File: src/rtl/mem_boot_loader_pkg.sv
// Shared types and constants for the lab8 byte-stream program loader.
package mem_boot_loader_pkg;

    localparam int unsigned WORD_W  = 16;
    localparam int unsigned DEF_AW  = 8;
    localparam int unsigned CNT_W   = 9;
    localparam logic [7:0]  DEF_HDR = 8'hA5;

    typedef enum logic [2:0] {
        IDLE,
        COUNT,
        HI,
        LO,
        CSUM,
        DONE,
        ERR
    } state_t;

endpackage

File: src/rtl/mem_boot_loader.sv
// Framed byte-stream loader: writes 16-bit words into RAM and holds the CPU in reset until done.
// Optional trailing XOR checksum byte is compiled in with LOADER_CHECKSUM_EN.
module mem_boot_loader
    import mem_boot_loader_pkg::*;
#(
    parameter int unsigned   AW   = DEF_AW,
    parameter logic [AW-1:0] BASE = '0,
    parameter logic [7:0]    HDR  = DEF_HDR
) (
    input  logic              clk,
    input  logic              reset,
    input  logic              in_valid,
    input  logic [7:0]        in_data,
    output logic              in_ready,
    input  logic              start,
    output logic              wr_en,
    output logic [AW-1:0]     wr_addr,
    output logic [WORD_W-1:0] wr_data,
    output logic              cpu_reset,
    output logic              done,
    output logic              err,
    output logic [CNT_W-1:0]  words_loaded
);

    state_t           state;
    logic [CNT_W-1:0] frame_len;
    logic [7:0]       hi_byte;
    logic             take;
    logic [CNT_W-1:0] idx_next;

    assign take     = in_valid && in_ready;
    assign idx_next = words_loaded + CNT_W'(1);

`ifdef LOADER_CHECKSUM_EN
    logic [7:0] acc;
`else
    assign err = 1'b0;
`endif

    // words_loaded doubles as the word index within the frame
    always_ff @(posedge clk or posedge reset) begin
        if (reset) begin
            state        <= IDLE;
            in_ready     <= 1'b1;
            cpu_reset    <= 1'b1;
            wr_en        <= 1'b0;
            wr_addr      <= '0;
            wr_data      <= '0;
            done         <= 1'b0;
            words_loaded <= '0;
            frame_len    <= '0;
            hi_byte      <= '0;
`ifdef LOADER_CHECKSUM_EN
            err          <= 1'b0;
            acc          <= '0;
`endif
        end else begin
            wr_en <= 1'b0;
            case (state)
                IDLE: begin
                    if (take && in_data == HDR) state <= COUNT;
                end
                COUNT: begin
                    if (take) begin
                        frame_len    <= (in_data == 8'h00) ? CNT_W'(256) : CNT_W'(in_data);
                        words_loaded <= '0;
`ifdef LOADER_CHECKSUM_EN
                        acc          <= '0;
`endif
                        state        <= HI;
                    end
                end
                HI: begin
                    if (take) begin
                        hi_byte <= in_data;
`ifdef LOADER_CHECKSUM_EN
                        acc     <= acc ^ in_data;
`endif
                        state   <= LO;
                    end
                end
                LO: begin
                    if (take) begin
                        wr_en        <= 1'b1;
                        wr_addr      <= BASE + AW'(words_loaded);
                        wr_data      <= {hi_byte, in_data};
                        words_loaded <= idx_next;
`ifdef LOADER_CHECKSUM_EN
                        acc          <= acc ^ in_data;
                        state        <= (idx_next == frame_len) ? CSUM : HI;
`else
                        if (idx_next == frame_len) begin
                            state     <= DONE;
                            done      <= 1'b1;
                            cpu_reset <= 1'b0;
                            in_ready  <= 1'b0;
                        end else begin
                            state <= HI;
                        end
`endif
                    end
                end
`ifdef LOADER_CHECKSUM_EN
                CSUM: begin
                    if (take) begin
                        in_ready <= 1'b0;
                        if (in_data == acc) begin
                            state     <= DONE;
                            done      <= 1'b1;
                            cpu_reset <= 1'b0;
                        end else begin
                            state <= ERR;
                            err   <= 1'b1;
                        end
                    end
                end
`endif
                DONE, ERR: begin
                    if (start) begin
                        state        <= IDLE;
                        in_ready     <= 1'b1;
                        cpu_reset    <= 1'b1;
                        done         <= 1'b0;
                        words_loaded <= '0;
`ifdef LOADER_CHECKSUM_EN
                        err          <= 1'b0;
`endif
                    end
                end
                default: state <= IDLE;
            endcase
        end
    end

endmodule
File: config.mk
export PLATFORM = sky130hd
export DESIGN_NAME = mem_boot_loader
export DESIGN_NICKNAME = d
export VERILOG_FILES = /design/src/rtl/mem_boot_loader_pkg.sv /design/src/rtl/mem_boot_loader.sv
export SDC_FILE = /design/constraint.sdc
export NUM_CORES = 1
export LEC_CHECK = 0
export BUFFER_PORTS_ARGS = -buffer_cell sky130_fd_sc_hd__buf_2
export CORE_ASPECT_RATIO = 2
export CORE_MARGIN = 8
export CORE_UTILIZATION = 50
export CTS_CLUSTER_DIAMETER = 80
export DETAILED_ROUTE_END_ITERATION = 8
export GPL_ROUTABILITY_DRIVEN = 0
export PLACE_DENSITY = 0.73
export SKIP_LAST_GASP = 1
export SLEW_MARGIN = 0
export SYNTH_ARGS = -nofsm -noshare
export SYNTH_HDL_FRONTEND = slang
export SYNTH_SLANG_ARGS = --single-unit
File: constraint.sdc
create_clock -name clk -period 2.3 [get_ports clk]
set_input_delay 0.46 -clock clk [delete_from_list [all_inputs] [get_ports clk]]
set_output_delay 0.46 -clock clk [all_outputs]
set_load 0.005 [all_outputs]
**Word-level counts from Yosys, hierarchy flattened**

Index checks and enable logic that the tools add are counted.
Widths: inputs -> output; s select.

- Register bits after elaboration: 56
- Bits in latches: 0
- Bits in writable memories: 0
- ROM bits: 0
- Output and inout port bits: 38
- Word-level logic and storage cells: 58
- Memories: 0

- Add/subtract/negate cells: 1
- Multiply operators: 0
- Div/mod/pow operators: 0
- $lt $le $gt $ge: 0
- Equality and inequality tests: 13
- Shifts and indexed selects: 0
- Muxes and demuxes: 22
- Bitwise operators: 0
- Reduce and logical (&&, ||, !) cells: 13

Operators with widths:

| cell | count |
|---|---|
| $mux 9 | 4 |
| $pmux 9 s3 | 1 |
| $mux 3 | 6 |
| $pmux 3 s5 | 1 |
| $ne 2x2->1 const B | 6 |
| $add 9x1->9 const B | 1 |
| $eq 9x9->1 | 1 |
| $eq 8x8->1 const B | 1 |
| $logic_not 8->1 | 1 |
| $mux 1 | 8 |
| $reduce_and 4->1 | 2 |
| $eq 3x2->1 const B | 2 |
| $eq 3x3->1 const B | 2 |
| $reduce_and 2->1 | 3 |
| $reduce_and 5->1 | 1 |
| $pmux 1 s2 | 2 |
| $eq 3x1->1 const B | 1 |
| $logic_not 3->1 | 1 |
| $reduce_bool 3->1 | 1 |
| $logic_and 1x1->1 | 2 |
| $reduce_bool 2->1 | 1 |
| $reduce_or 2->1 | 1 |

**Logic depth before layout (Yosys ltp)**

Gate-level depths: netlist of run 1.

- Depth after elaboration: 5
- Mapped depth: 8
- Gate-level depth less buffers: 6

**Worst setup path after synthesis of run 1**

Ideal clock, no wire load.

- Path kind: reg-to-reg
- From: reg words_loaded[0]
- To: reg cpu_reset
- Setup time: 0.083 ns
- Arrival: 1.798 ns
- Required time: 2.217 ns
- Setup slack: 0.419 ns
- Cell stages (with the launch flop): 7
- Path buffers: 0
- Cell sequence: dfrtp_1 -> ha_1 -> and3_4 -> and3_1 -> xnor2_1 -> nand4_2 -> o32a_1

- Cells in the longest elaborated chain, start to end: 4

Ends and longest elaborated chain:

| element | RTL line | RTL |
|---|---|---|
| start: declaration | mem_boot_loader.sv:22 | `output logic [CNT_W-1:0] words_loaded` |
| start signal: assignment | mem_boot_loader.sv:87 | `words_loaded <= idx_next;` |
| $add 9x1->9 | mem_boot_loader.sv:32 | `assign idx_next = words_loaded + CNT_W'(1);` |
| $eq 9x9->1 | mem_boot_loader.sv:92 | `if (idx_next == frame_len) begin` |
| $ne 2x2->1 (no source line) | -- |  |
| $reduce_and 4->1 (no source line) | -- |  |
| end signal: assignment | mem_boot_loader.sv:45 | `cpu_reset <= 1'b1;` |
| end signal: assignment | mem_boot_loader.sv:95 | `cpu_reset <= 1'b0;` |
| end signal: assignment | mem_boot_loader.sv:122 | `cpu_reset <= 1'b1;` |
| end: declaration | mem_boot_loader.sv:19 | `output logic cpu_reset,` |

Every way passes these cells.
A chain may end at the register's enable or synchronous reset.

**Worst setup path after layout of run 1**

Ends and elaborated chain as after synthesis.

==> metrics.cfg, run 1 <==
[floorplan]
num_io_pins = 50
core_region_area_um2 = 5050
die_h_um = 118
placementRows = 37
start_util = 0.511
dieArea_um2 = 7850
die_x_um = 66.8

[final_layout]
layout_commonest_cell = nand2_1
antenna_cells = 0
multi_input_area_um2 = 1080
fillers = 457
area_growth_pct = 15.2
fin_cells = 368
ff_latch_area_um2 = 1400
utilization = 0.589
final_cell_mix = nand2_1, dfrtp_1, buf_2, mux2_2, o21ai_0
layout-drive-gt1-share = 0.284
final_nets = 322

[cts]
cts_hold_buffers = 0
htreeDepth = 2
worst_skew_pair.late_latency_ns = 0.30
post_cts_buffers = 0
cts.sinks = 56
clk_transition_reported_paths_ns = 0.09
postCtsResizedCells = 0
clockBufferDepth = 2
cts_tree = yes
numCtsBuffers = 5
clockRootBuffer = clkbuf_8

[detailed_routing]
drt-met1-wl_um = 2400
viasPerCell = 5.45
ant_nets = 0
routed_wl_um = 5890
wl_per_cell_um = 16.0
first_pass_iters = 4
vias = 2007
route.met3.wl_um = 367
drcViolationCount = 0
drt_iter0_drc = 123
dr_wl_met2_um = 2990
top_layer = met4

[worst_setup_path]
cp_top_family = simple AND/OR/NAND/NOR gates
cp_cell_sequence = ha_1, and3_4, and3_1, xnor2_1, nand4_2, o32a_1
crit_buf_inv = 0
max_stage_delay_ns = 0.49
worst-setup-path-type = register to register
endpoint_kind = register
reg2reg_depth = 6
critPathSlowestCell = dfrtp_1
cp.required_ns = 2.54
start_kind = register
cp_max_fo = 9
critPathLaunch = words_loaded[0]$_DFFE_PP0P_
cp_num_cells = 6
critPathArrivalTime_ns = 2.33
rr_startpoint = words_loaded[0]$_DFFE_PP0P_

[placement]
place_inst = 360
hpwl_um = 4400
port_buffers = 48
dp_slack_ns = 0.256

[timing]
period_share = 0.906
rsz0062_at_grt = false
min_period_ns = 2.08
hold_viol = 0
relSlewSlack = 0.667
tightestPinTransition_ns = 0.495
slew_violations = 0
final.setup.worst_slack_ns = 0.215
skew_ns = 0.00517
clock.fmax_mhz = 480
setup_tns_ns = 0
setup_viol = 0

[power_and_ir_drop]
power_density_nw_per_um2 = 529
power.total_uw = 1570
p_seq_frac = 0.625
p_switching_uw = 332
p_leak_uw = 0.00164
irDropWorstVdd_mv = 0.423
swShare = 0.211
pwr-share-clk = 0.347
combPwrFrac = 0.028
internal-power_uw = 1240

[synthesis]
synth_edf_count = 0
yosysUniqueCellTypes = 44
synthFlopType = dfrtp_1
yosysSeqAreaShare = 0.544
netlist_area_um2 = 2580
synthesis.nets = 275
synth_cells = 262
async_reset_ff_frac = 1.00
synth_area_per_cell_um2 = 9.85
ys_ff_latch = 56
yosysWarnings = 0

[global_route]
grt_max_degree = 36
grt_antenna_before_repair = 0
grtUsageTotal = 0.159
grt_pass1_vias = 2054
grt_first_pass_wirelength_um = 9850
overflow = 0

[flow_run]
timing.max_cap.violations = 0

[status]
status = complete, no violations

[worst_hold_path]
hold_class = input pin to async pin

stage by stage:
stage                     hold WS (ns)  instance area [um2]
after global placement           0.447                 2880
after CTS                        0.172                 2970
after floorplan                  0.435                 2580
after detailed placement         0.456                 2880
final                            0.160                 2970
after global routing             0.201                 2970
metal layers:
metal  vias to the layer above  global-route usage
met5                         -                   0
met3                        14              0.0353
li1                        965                   -
met2                        62               0.259
met4                         0              0.0646
met1                       966               0.191
sequential cells by signal, summed over array words and instances, names as in the netlist:
name          count
cpu_reset         1
done              1
frame_len         9
hi_byte           8
state             3
words_loaded      9
wr_addr           8
wr_data          16
wr_en             1
cell type report:
class,count,share of cell area
multi-input cells,185,0.363
repair buffers,55,0.103
clock buffers,8,0.0303
well taps,58,0.0244
inverters,6,0.00758
flip-flops and latches,56,0.472
power by group through the flow:
stage	Sequential, uW	Clock, uW	Combinational, uW
2_1_floorplan	1000	0	17.8
3_3_place_gp	1000	0	44.2
3_5_place_dp	1000	0	46.3
4_1_cts	984	561	46.0
5_1_grt	984	587	51.1
6_report	984	546	44.6
Yosys cell counts, types with 3 or more instances:
cell | instances | share of area
and3_1 | 3 | 0.0073
buf_2 | 6 | 0.012
buf_4 | 3 | 0.0087
clkbuf_1 | 5 | 0.0073
dfrtp_1 | 55 | 0.53
inv_1 | 6 | 0.0087
mux2_2 | 16 | 0.070
nand2_1 | 83 | 0.12
nand3_1 | 6 | 0.012
nor2_1 | 7 | 0.010
nor4_1 | 4 | 0.0097
o21ai_0 | 14 | 0.027
o31ai_1 | 3 | 0.0087
xnor2_1 | 8 | 0.027
xor2_1 | 5 | 0.017
final timing paths:
check,slack [ns],end
max in group asynchronous,1.58,wr_data[10]$_DFFE_PP0P_
worst max register to register,0.22,cpu_reset$_DFFE_PP1P_
worst min-delay path,0.16,wr_en$_DFF_PP0_
min in group clk,0.37,state[2]$_DFFE_PP0P_
worst min register to register,0.47,wr_data[9]$_DFFE_PP0P_
worst max-delay path,0.22,cpu_reset$_DFFE_PP1P_
kinds of logic (layout without fill, tap and decap cells):
kind of cell               after synthesis  count (layout)  synth area share
adders and majority gates                1               1           0.00485
muxes                                   16              16            0.0698
buffers and inverters                   21              69            0.0378
AOI/OAI and AO/OA                       34              34            0.0858
xor gates and xnor gates                13              13            0.0441
DFF                                     56              56             0.544
other                                    1               1           0.00145
and+or+nand+nor                        120             120             0.212
(Power assumes the default switching activity.)
==> inputs of run 2 (changes only) <==
Settings changed: CTS_BUF_LIST set to sky130_fd_sc_hd__clkbuf_8.
==> run 2 against run 1 <==
Effect of this change: power decreased by 0.66%; non-clock buffer count unchanged; global-route usage is the same; sequential share of layout area stayed put; clock-buffer cell count is 2 lower; setup slack better by 0.013 ns; die area did not move; utilization unchanged; hold slack is essentially flat; critical path depth unchanged; combinational power barely moved; highest routed layer unchanged.
==> metrics.cfg, run 2 (same netlist as run 1, synthesis figures left out) <==
[final_layout]
layout_commonest_cell = nand2_1
final_nets = 322
regMostFlops = wr_data
reg_top3 = wr_data: 16 flops, frame_len: 9 flops, words_loaded: 9 flops
final_cell_mix = nand2_1, dfrtp_1, buf_2, mux2_2, o21ai_0
layout-drive-gt1-share = 0.284
utilization = 0.589
antenna_cells = 0
largest_reg_flops = 16
area_growth_pct = 15.2

[timing]
skew_ns = 0.00332
slew_violations = 0
tightestPinTransition_ns = 0.495
setup_viol = 0
relSlewSlack = 0.667
clock.fmax_mhz = 483
period_share = 0.901
min_period_ns = 2.07
rsz0062_at_grt = false
setup_tns_ns = 0
hold_viol = 0

[worst_setup_path]
crit_buf_inv = 0
start_kind = register
endpoint_kind = register
cp_top_family = simple AND/OR/NAND/NOR gates
worst-setup-path-type = register to register
critPathSlowestCell = dfrtp_1
max_stage_delay_ns = 0.49
critPathArrivalTime_ns = 2.31
cp_max_fo = 9
cp_cell_sequence = ha_1, and3_4, and3_1, xnor2_1, nand4_2, o32a_1
cp.required_ns = 2.54

[cts]
post_cts_buffers = 0
worst_skew_pair.late_latency_ns = 0.30
cts_tree = yes
clockRootBuffer = clkbuf_8
cts.sinks = 56
htreeDepth = 2
clockBufferDepth = 2
postCtsResizedCells = 0
clk_transition_reported_paths_ns = 0.09
cts_hold_buffers = 0
numCtsBuffers = 5

[power_and_ir_drop]
power_density_nw_per_um2 = 526
p_seq_frac = 0.629
swShare = 0.211
p_leak_uw = 0.00165
p_switching_uw = 331
internal-power_uw = 1230
pwr-share-clk = 0.342
combPwrFrac = 0.029
irDropWorstVdd_mv = 0.424

[status]
status = complete, no violations

[detailed_routing]
routed_wl_um = 5870
vias = 2004
ant_nets = 0
first_pass_iters = 4
viasPerCell = 5.45
wl_per_cell_um = 15.9
drt_iter0_drc = 115
drcViolationCount = 0

[global_route]
grt_first_pass_wirelength_um = 9850
grt_max_degree = 36
grt_antenna_before_repair = 0
grt_pass1_vias = 2054
overflow = 0
grtUsageTotal = 0.159

[floorplan]
die_h_um = 118
die_x_um = 66.8
dieArea_um2 = 7850
start_util = 0.511
placementRows = 37
core_region_area_um2 = 5050
num_io_pins = 50

[placement]
hpwl_um = 4400
port_buffers = 48

[worst_hold_path]
hold_class = input pin to async pin

[flow_run]
timing.max_cap.violations = 0

## run 2: cell types whose count changed in the layout (fill, tap and decap cells not counted)
cell,before,now
inv_1,5,7
clkbuf_1,2,0
## run 2: layout make-up
cell class                 instances  area (um2)
clock buffer                       6        82.6
clock inverter                     2        7.51
fill                             457        2070
inverter                           6        22.5
multi-input combinational        185        1080
sequential                        56        1400
tap                               58        72.6
timing repair buffer              55         305
## run 2: per-stage QoR
| stage | instances | setup slack, ns | hold slack (ns) | area, um2 | total power (uW) |
|---|---|---|---|---|---|
| 5_1_grt | 368 | 0.117 | 0.201 | 2970 | 1610 |
| 2_1_floorplan | 262 | 0.419 | 0.435 | 2580 | 1020 |
| 3_3_place_gp | 360 | 0.350 | 0.447 | 2880 | 1050 |
| 3_5_place_dp | 360 | 0.256 | 0.456 | 2880 | 1050 |
| 4_1_cts | 368 | 0.235 | 0.172 | 2970 | 1580 |
| 6_report | 368 | 0.228 | 0.159 | 2970 | 1560 |
## run 2: layer usage
layer / vias up / global-route usage / wire (um)
met3: 11 / 0.0353 / 347
met1: 967 / 0.191 / 2390
li1: 963 / - / -
met2: 63 / 0.259 / 3020
met4: 0 / 0.0646 / 111
met5: - / 0 / 0
## run 2: power groups by stage
| stage | sequential (uW) | clock (uW) | combinational (uW) |
|---|---|---|---|
| after global routing | 984 | 579 | 51.1 |
| after floorplan | 1000 | 0 | 17.8 |
| after detailed placement | 1000 | 0 | 46.3 |
| after CTS | 984 | 553 | 46.0 |
| final | 984 | 535 | 44.6 |
| after global placement | 1000 | 0 | 44.2 |
## run 2: worst paths after layout
kind                                                 to  depth (start not counted)                        start  slack, ns
worst min-delay path                    wr_en$_DFF_PP0_                          2                        reset       0.16
min in group clk                   state[2]$_DFFE_PP0P_                          2                        start       0.38
worst min register to register   wr_data[9]$_DFFE_PP0P_                          2       hi_byte[1]$_DFFE_PP0P_       0.47
worst max-delay path              cpu_reset$_DFFE_PP1P_                          6  words_loaded[0]$_DFFE_PP0P_       0.23
worst max register to register    cpu_reset$_DFFE_PP1P_                          6  words_loaded[0]$_DFFE_PP0P_       0.23
max in group asynchronous       wr_data[10]$_DFFE_PP0P_                          3                        reset       1.58
## run 2: worst register-to-register path, delay by kind of cell, from the launching register on
kind                     cells  cell delay, ns
AND/OR/NAND/NOR              3            0.62
flip-flops                   1            0.49
AO/OA/AOI/OAI                1            0.37
adder cells (fa/ha/maj)      1            0.33
XOR/XNOR                     1            0.20
==> inputs of run 3 (changes only) <==
Settings changed: HOLD_SLACK_MARGIN set to 0.1, PLACE_DENSITY 0.73 to 0.76.
==> run 3 against run 2 <==
Effect of this change: die area unchanged; sequential cell count did not move; critical endpoint unchanged; setup slack gained 0.031 ns; clock power is 19% higher; sequential power barely moved; largest cell class unchanged; final area increased by 0.72%; clock skew up 0.0074 ns; maximum frequency is 1.5% higher; routed wire length is 1.5% higher.
==> metrics.cfg, run 3 (same netlist as run 1, synthesis figures left out) <==
[detailed_routing]
ant_nets = 0
viasPerCell = 5.63
wl_per_cell_um = 16.2
first_pass_iters = 4
routed_wl_um = 5960
drt_iter0_drc = 59
drcViolationCount = 0
vias = 2071

[status]
status = complete, no violations

[final_layout]
regMostFlops = wr_data
area_growth_pct = 16.1
final_nets = 322
layout_commonest_cell = nand2_1
layout-drive-gt1-share = 0.290
final_cell_mix = nand2_1, dfrtp_1, buf_2, mux2_2, o21ai_0
reg_top3 = wr_data: 16 flops, frame_len: 9 flops, words_loaded: 9 flops
antenna_cells = 0
utilization = 0.593
largest_reg_flops = 16

[global_route]
grtUsageTotal = 0.165
grt_max_degree = 33
grt_first_pass_wirelength_um = 10500
grt_antenna_before_repair = 0
grt_pass1_vias = 2287
overflow = 0

[power_and_ir_drop]
p_leak_uw = 0.00165
irDropWorstVdd_mv = 0.545
power_density_nw_per_um2 = 556

[worst_setup_path]
critPathLaunch = words_loaded[0]$_DFFE_PP0P_
cp.required_ns = 2.54
endpoint_kind = register
critPathArrivalTime_ns = 2.28
cp_max_fo = 9
start_kind = register
rr_startpoint = words_loaded[0]$_DFFE_PP0P_
worst-setup-path-type = register to register

[flow_run]
timing.max_cap.violations = 0

[timing]
rsz0062_at_grt = false
setup_viol = 0
setup_tns_ns = 0
tightestPinTransition_ns = 0.533
slew_violations = 0
hold_viol = 0
skew_ns = 0.0107
clock.fmax_mhz = 490
min_period_ns = 2.04
relSlewSlack = 0.641
period_share = 0.887

[cts]
worst_skew_pair.late_latency_ns = 0.31
cts_tree = yes
clockRootBuffer = clkbuf_8
numCtsBuffers = 5
post_cts_buffers = 0
htreeDepth = 2
postCtsResizedCells = 0
clockBufferDepth = 2
cts.sinks = 56
clk_transition_reported_paths_ns = 0.10
cts_hold_buffers = 0

[floorplan]
die_h_um = 118
placementRows = 37
dieArea_um2 = 7850
num_io_pins = 50
start_util = 0.511
die_x_um = 66.8
core_region_area_um2 = 5050

[placement]
port_buffers = 48
hpwl_um = 4410

[worst_hold_path]
hold_class = input pin to async pin

run 3: cell types whose count changed in the layout (fill, tap and decap cells not counted):
cell / before / now
clkbuf_8: 6 / 5
inv_1: 7 / 5
bufinv_16: 0 / 1
clkinv_2: 0 / 1
clkinvlp_4: 0 / 1
run 3: layout make-up:
cell class / instances / area (um2)
multi-input cells: 185 / 1080
repair buffers: 55 / 305
well taps: 58 / 72.6
flip-flops and latches: 56 / 1400
clock inverters: 3 / 42.5
fillers: 442 / 2050
inverters: 6 / 22.5
clock buffers: 5 / 68.8
run 3: critical path, stage by stage, from the launching register on:
cell     delay [ns]
dfrtp_1        0.49
ha_1           0.31
and3_4         0.21
and3_1         0.21
xnor2_1        0.19
nand4_2        0.19
o32a_1         0.38
run 3: per-stage QoR:
step / setup slack (ns) / hold slack, ns / cell area [um2] / cells / power [uW]
global placement: 0.352 / 0.446 / 2880 / 360 / 1050
CTS: 0.240 / 0.194 / 2990 / 368 / 1680
finish: 0.260 / 0.180 / 2990 / 368 / 1660
global route: 0.108 / 0.217 / 2990 / 368 / 1720
floorplan: 0.419 / 0.435 / 2580 / 262 / 1020
detailed placement: 0.248 / 0.458 / 2880 / 360 / 1050
run 3: path summary, 6_finish.rpt:
path | to | slack (ns) | depth (start not counted)
worst max-delay path | cpu_reset$_DFFE_PP1P_ | 0.26 | 6
worst min-delay path | words_loaded[4]$_DFFE_PP0P_ | 0.18 | 2
worst max register to register | cpu_reset$_DFFE_PP1P_ | 0.26 | 6
worst min register to register | wr_data[9]$_DFFE_PP0P_ | 0.47 | 2
max in group asynchronous | wr_data[13]$_DFFE_PP0P_ | 1.57 | 3
min in group clk | state[2]$_DFFE_PP0P_ | 0.36 | 2
run 3: power breakdown:
| part | switching (uW) | internal, uW |
|---|---|---|
| Combinational | 32.9 | 11.8 |
| Clock | 313 | 323 |
| Sequential | 0 | 984 |
run 3: per-layer routing:
layer  vias to the layer above  global-route usage  share of wire
li1                        976                   -              -
met1                      1017               0.188           0.39
met2                        65               0.266           0.52
met3                        13              0.0429          0.060
met4                         0              0.0902          0.025
met5                         -                   0              0
